--- src/rtl/kernel_psum_accumulator.sv ---
// kernel_psum_accumulator: sums per-kernel psum beats into wide totals
// and queues finished result vectors in a show-ahead output FIFO.
module kernel_psum_accumulator #(
  parameter int BIT_WIDTH  = 8,
  parameter int NUM_KERNEL = 4,
  parameter int ACC_WIDTH  = 32,
  parameter int CNT_WIDTH  = 16,
  parameter int FIFO_DEPTH = 4,
  parameter int REG_WIDTH  = 32
) (
  input  logic                              clk,
  input  logic                              rst,
  input  logic                              i_start,
  input  logic [CNT_WIDTH-1:0]              i_acc_len,
  input  logic [CNT_WIDTH-1:0]              i_out_cnt,
  input  logic [2*BIT_WIDTH*NUM_KERNEL-1:0] i_psum,
  input  logic [NUM_KERNEL-1:0]             i_psum_vld,
  output logic [ACC_WIDTH*NUM_KERNEL-1:0]   o_data,
  output logic                              o_data_vld,
  input  logic                              i_data_rdy,
  output logic                              o_busy,
  output logic                              o_done,
  output logic [REG_WIDTH-1:0]              err_acc
);
  localparam int PW = 2 * BIT_WIDTH;
  localparam int DW = ACC_WIDTH * NUM_KERNEL;
  localparam int AW = $clog2(FIFO_DEPTH);
  localparam logic [0:0] ST_IDLE = 1'b0;
  localparam logic [0:0] ST_ACC  = 1'b1;

  logic [0:0]           state_q, state_d;
  logic [CNT_WIDTH-1:0] len_q, len_d;
  logic [CNT_WIDTH-1:0] cnt_q, cnt_d;
  logic [CNT_WIDTH-1:0] beat_cnt_q, beat_cnt_d;
  logic [CNT_WIDTH-1:0] out_cnt_q, out_cnt_d;
  logic [ACC_WIDTH-1:0] acc_q [NUM_KERNEL];
  logic [ACC_WIDTH-1:0] acc_d [NUM_KERNEL];
  logic                 done_q, done_d;
  logic [3:0]           err_q, err_d;
  logic [DW-1:0]        mem_q [FIFO_DEPTH];
  logic [DW-1:0]        mem_d [FIFO_DEPTH];
  logic [AW-1:0]        wr_ptr_q, wr_ptr_d;
  logic [AW-1:0]        rd_ptr_q, rd_ptr_d;
  logic [AW:0]          occ_q, occ_d;

  logic          beat, partial, push, pop, full, push_ok;
  logic [DW-1:0] sum_w;

  // Running total plus the current beat, sign-extended per kernel
  always_comb begin
    sum_w = '0;
    for (int k = 0; k < NUM_KERNEL; k++) begin
      sum_w[k*ACC_WIDTH +: ACC_WIDTH] = acc_q[k] +
        {{(ACC_WIDTH-PW){i_psum[k*PW+PW-1]}}, i_psum[k*PW +: PW]};
    end
  end

  // Job control: config latch, beat counting, result push, error flags
  always_comb begin
    state_d    = state_q;
    len_d      = len_q;
    cnt_d      = cnt_q;
    beat_cnt_d = beat_cnt_q;
    out_cnt_d  = out_cnt_q;
    acc_d      = acc_q;
    done_d     = 1'b0;
    err_d      = err_q;
    push       = 1'b0;
    beat       = &i_psum_vld;
    partial    = (|i_psum_vld) & ~beat;
    if (partial) err_d[0] = 1'b1;
    unique case (state_q)
      ST_IDLE: begin
        if (beat) err_d[2] = 1'b1;
        if (i_start) begin
          len_d      = (i_acc_len == '0) ? CNT_WIDTH'(1) : i_acc_len;
          cnt_d      = i_out_cnt;
          beat_cnt_d = '0;
          out_cnt_d  = '0;
          for (int k = 0; k < NUM_KERNEL; k++) acc_d[k] = '0;
          if (i_out_cnt == '0) done_d = 1'b1;
          else                 state_d = ST_ACC;
        end
      end
      default: begin
        if (i_start) err_d[3] = 1'b1;
        if (beat) begin
          if (beat_cnt_q == len_q - CNT_WIDTH'(1)) begin
            push       = 1'b1;
            beat_cnt_d = '0;
            out_cnt_d  = out_cnt_q + CNT_WIDTH'(1);
            for (int k = 0; k < NUM_KERNEL; k++) acc_d[k] = '0;
            if (out_cnt_q + CNT_WIDTH'(1) == cnt_q) begin
              done_d  = 1'b1;
              state_d = ST_IDLE;
            end
          end else begin
            beat_cnt_d = beat_cnt_q + CNT_WIDTH'(1);
            for (int k = 0; k < NUM_KERNEL; k++)
              acc_d[k] = sum_w[k*ACC_WIDTH +: ACC_WIDTH];
          end
        end
      end
    endcase
    full    = (occ_q == (AW+1)'(FIFO_DEPTH));
    pop     = (occ_q != '0) & i_data_rdy;
    push_ok = push & (~full | pop);
    if (push & ~push_ok) err_d[1] = 1'b1;
  end

  // Output FIFO: occupancy counter gives full/empty, a full push is dropped
  always_comb begin
    mem_d = mem_q;
    if (push_ok) mem_d[wr_ptr_q] = sum_w;
    wr_ptr_d = wr_ptr_q + AW'(push_ok);
    rd_ptr_d = rd_ptr_q + AW'(pop);
    occ_d    = occ_q + (AW+1)'(push_ok) - (AW+1)'(pop);
  end

  // State registers with synchronous reset
  always_ff @(posedge clk) begin
    if (rst) begin
      state_q    <= ST_IDLE;
      len_q      <= '0;
      cnt_q      <= '0;
      beat_cnt_q <= '0;
      out_cnt_q  <= '0;
      done_q     <= 1'b0;
      err_q      <= '0;
      wr_ptr_q   <= '0;
      rd_ptr_q   <= '0;
      occ_q      <= '0;
      for (int k = 0; k < NUM_KERNEL; k++) acc_q[k] <= '0;
      for (int i = 0; i < FIFO_DEPTH; i++) mem_q[i] <= '0;
    end else begin
      state_q    <= state_d;
      len_q      <= len_d;
      cnt_q      <= cnt_d;
      beat_cnt_q <= beat_cnt_d;
      out_cnt_q  <= out_cnt_d;
      done_q     <= done_d;
      err_q      <= err_d;
      wr_ptr_q   <= wr_ptr_d;
      rd_ptr_q   <= rd_ptr_d;
      occ_q      <= occ_d;
      acc_q      <= acc_d;
      mem_q      <= mem_d;
    end
  end

  assign o_data     = mem_q[rd_ptr_q];
  assign o_data_vld = (occ_q != '0);
  assign o_busy     = (state_q == ST_ACC);
  assign o_done     = done_q;
  assign err_acc    = {{(REG_WIDTH-4){1'b0}}, err_q};
endmodule

--- config.mk ---
export PLATFORM = sky130hd
export DESIGN_NAME = kernel_psum_accumulator
export DESIGN_NICKNAME = d
export VERILOG_FILES = /design/src/rtl/kernel_psum_accumulator.sv
export SDC_FILE = /design/constraint.sdc
export NUM_CORES = 2
export LEC_CHECK = 0
export ABC_AREA = 1
export CAP_MARGIN = 20
export CORE_MARGIN = 4
export CORE_UTILIZATION = 39
export DETAILED_ROUTE_END_ITERATION = 8
export DONT_BUFFER_PORTS = 1
export GPL_ROUTABILITY_DRIVEN = 1
export HOLD_SLACK_MARGIN = 0.08
export PLACE_DENSITY = 0.5
export SLEW_MARGIN = 40
export SYNTH_ARGS = -nofsm -noshare
export SYNTH_HDL_FRONTEND = slang
export SYNTH_SLANG_ARGS = --single-unit
--- constraint.sdc ---
create_clock -name clk -period 4.3 [get_ports clk]
set_clock_uncertainty 0.2 [all_clocks]
set_input_delay 0.86 -clock clk [delete_from_list [all_inputs] [get_ports clk]]
set_output_delay 0.86 -clock clk [all_outputs]
set_load 0.02 [all_outputs]
==> run metrics <==
vias in the first global route 37400; Post-CTS Setup Bufs 0; Synth Instances 6215; total grt overflow 0; area grow syn2layout 10.2%; largest net degree at the start of global routing around 160; drt first pass iters 5; Die W 331 um; worst path required time 3240 ps; outcome finished clean; first-pass GRT wire length 218000 um; Final GP Congestion 0.902; row count 118; r2r setup slk 700 ps; Die ar. 109000 sq um; Hold Path Class in -> reg; maxcap violations 0; Final min period 4120 ps; peak supply drop 285 uV; Die Ht 331 um; critical path arrival 3060 ps; total clock sinks ~720; number of I/O pins 267; top_reg_cell synth dfxtp_1; asr flop ratio synth 0%; Synth cell types 46; most frequent cells in the layout nor2_1, nand2_1, dfxtp_1; Metal-1 WL 66600 um; WL final 140000 um; vias per cell 5.33; fmax 242 MHz; highest metal used met5; Root Driver clkbuf_16; WL met2 63400 um; clk slew on worst S/H paths ~60 ps; Final setup viols 0; fin nets between 6000 and 7000; crit end category output port; TritonCTS clock tree built; leakage 18.4 nW; met3 wire length 7010 um; PortBufs 0; pre-CTS setup slack 708 ps; drt drc 0; Max Slew Vio Count 0; 1st-iter DRT viols 2794; via count 39800; Post-DP Area 41500 sq um; Final HPWL DP 85500 um; CTS resizes 0; antenna violations before repair 6; Worst Setup Slack, final 176 ps; final antenna-violating net count 0; Num CTS Buffers between 80 and 90; CTS Hold Bufs 15; final instance area 44700 sq um; Yosys warnings 0; period utilization 95.9%; deepest clock path buffer count 3; power per cell area between 400 and 500 nW/um^2; drt wl/cell 18.8 um; post-synthesis register bit count between 700 and 800; Core Box Area 103000 sq um; clk_lat worst skew 690 ps; Hold Vio Cnt, Final 0; sequential fraction of the synthesis area between 30% and 40%; total track usage 24.8%; ratio of cells with drive above 1 in the final layout between 5 and 6%; final total negative setup slack 0 ps; RSZ-0062 raised after global routing no; CP Launch Type register; starting density of the core between 30% and 40%; most common cell after layout, fill and taps aside nor2_1; Post-synth EDFFs 0; CP Class reg -> out; Tightest Pin Transition 902 ps; CP Max Fanout 65; mapped cell area 40600 sq um; Slew Limit Headroom 39.8%; H-tree levels 3; syn avg cell area 6.53 sq um
-- layer usage --
| layer | track usage, % | vias to the layer above |
|---|---|---|
| li1 | - | 20200 |
| met1 | 34.2 | 18600 |
| met2 | 40.6 | 753 |
| met3 | 4.40 | 162 |
| met4 | 5.54 | 6 |
| met5 | 0 | - |
-- cells by family after synthesis --
logic type               synth area share, %
AO/OA/AOI/OAI                           11.9
XOR/XNOR                                2.31
buffers and inverters                   7.45
AND/OR/NAND/NOR                         38.6
other                                0.00924
adder cells (fa/ha/maj)                 4.29
flip-flops                              35.4
-- cells in the mapped netlist (all sizes together), types with 61 or more instances --
| library cell | instances | area share, % |
|---|---|---|
| nor2 | 1525 | 14 |
| nand2 | 1282 | 12 |
| dfxtp | 717 | 35 |
| nand4 | 496 | 7.7 |
| o21ai | 354 | 4.4 |
| a21oi | 349 | 4.3 |
| inv | 269 | 2.5 |
| buf | 247 | 3.2 |
| clkbuf | 190 | 1.8 |
| nand3 | 187 | 2.3 |
| ha | 131 | 4.0 |
| o22ai | 123 | 1.9 |
| xnor2 | 61 | 1.3 |
-- worst paths after layout --
path | start | to | depth (start not counted)
setup / recovery | rd_ptr_q[0] | o_data[116] | 4
setup reg to reg | len_q[0] | occ_q[2] | 20
hold reg to reg | acc_q[67] | acc_q[67] | 2
hold / removal | i_acc_len[12] | len_q[12] | 2
-- cell type report --
cell class | instances | area [sq um]
well taps | 1380 | 1730
diodes | 7 | 17.5
inverters | 273 | 1060
clock inverters | 38 | 438
clock buffers | 127 | 2590
repair buffers | 100 | 1150
flip-flops and latches | 717 | 14400
multi-input cells | 4815 | 23300
fillers | 11100 | 58600
-- state kept, by name, summed over array words and instances (netlist names), 2 cells and up --
register    count
acc_q         128
len_q          16
out_cnt_q      16
beat_cnt_q     16
mem_q         512
rd_ptr_q        2
occ_q           3
err_q           4
cnt_q          16
wr_ptr_q        2
-- worst max-delay path, cell delays in order, from the launching register on --
cell     delay, ps
dfxtp_4        400
buf_4          460
buf_4          710
o21ai_0        160
o22ai_1        610
-- per-stage QoR --
step	hold slack (ps)	util, %	total power [W]	instances
final	136	43.3	0.0192	7457
after floorplan	244	-	0.0102	6242
after CTS	80.8	43.2	0.0195	7450
after global placement	253	40.1	0.0116	7268
after global routing	109	43.2	0.0201	7451
after detailed placement	259	40.1	0.0116	7270
-- power by group --
| group | internal [W] | leakage, nW | switching (W) |
|---|---|---|---|
| clock network | 0.00463 | 1.49 | 0.00318 |
| logic | 0.00110 | 11.1 | 0.00357 |
| registers | 0.00670 | 5.79 | 0.0000554 |
(Power assumes the default switching activity.)
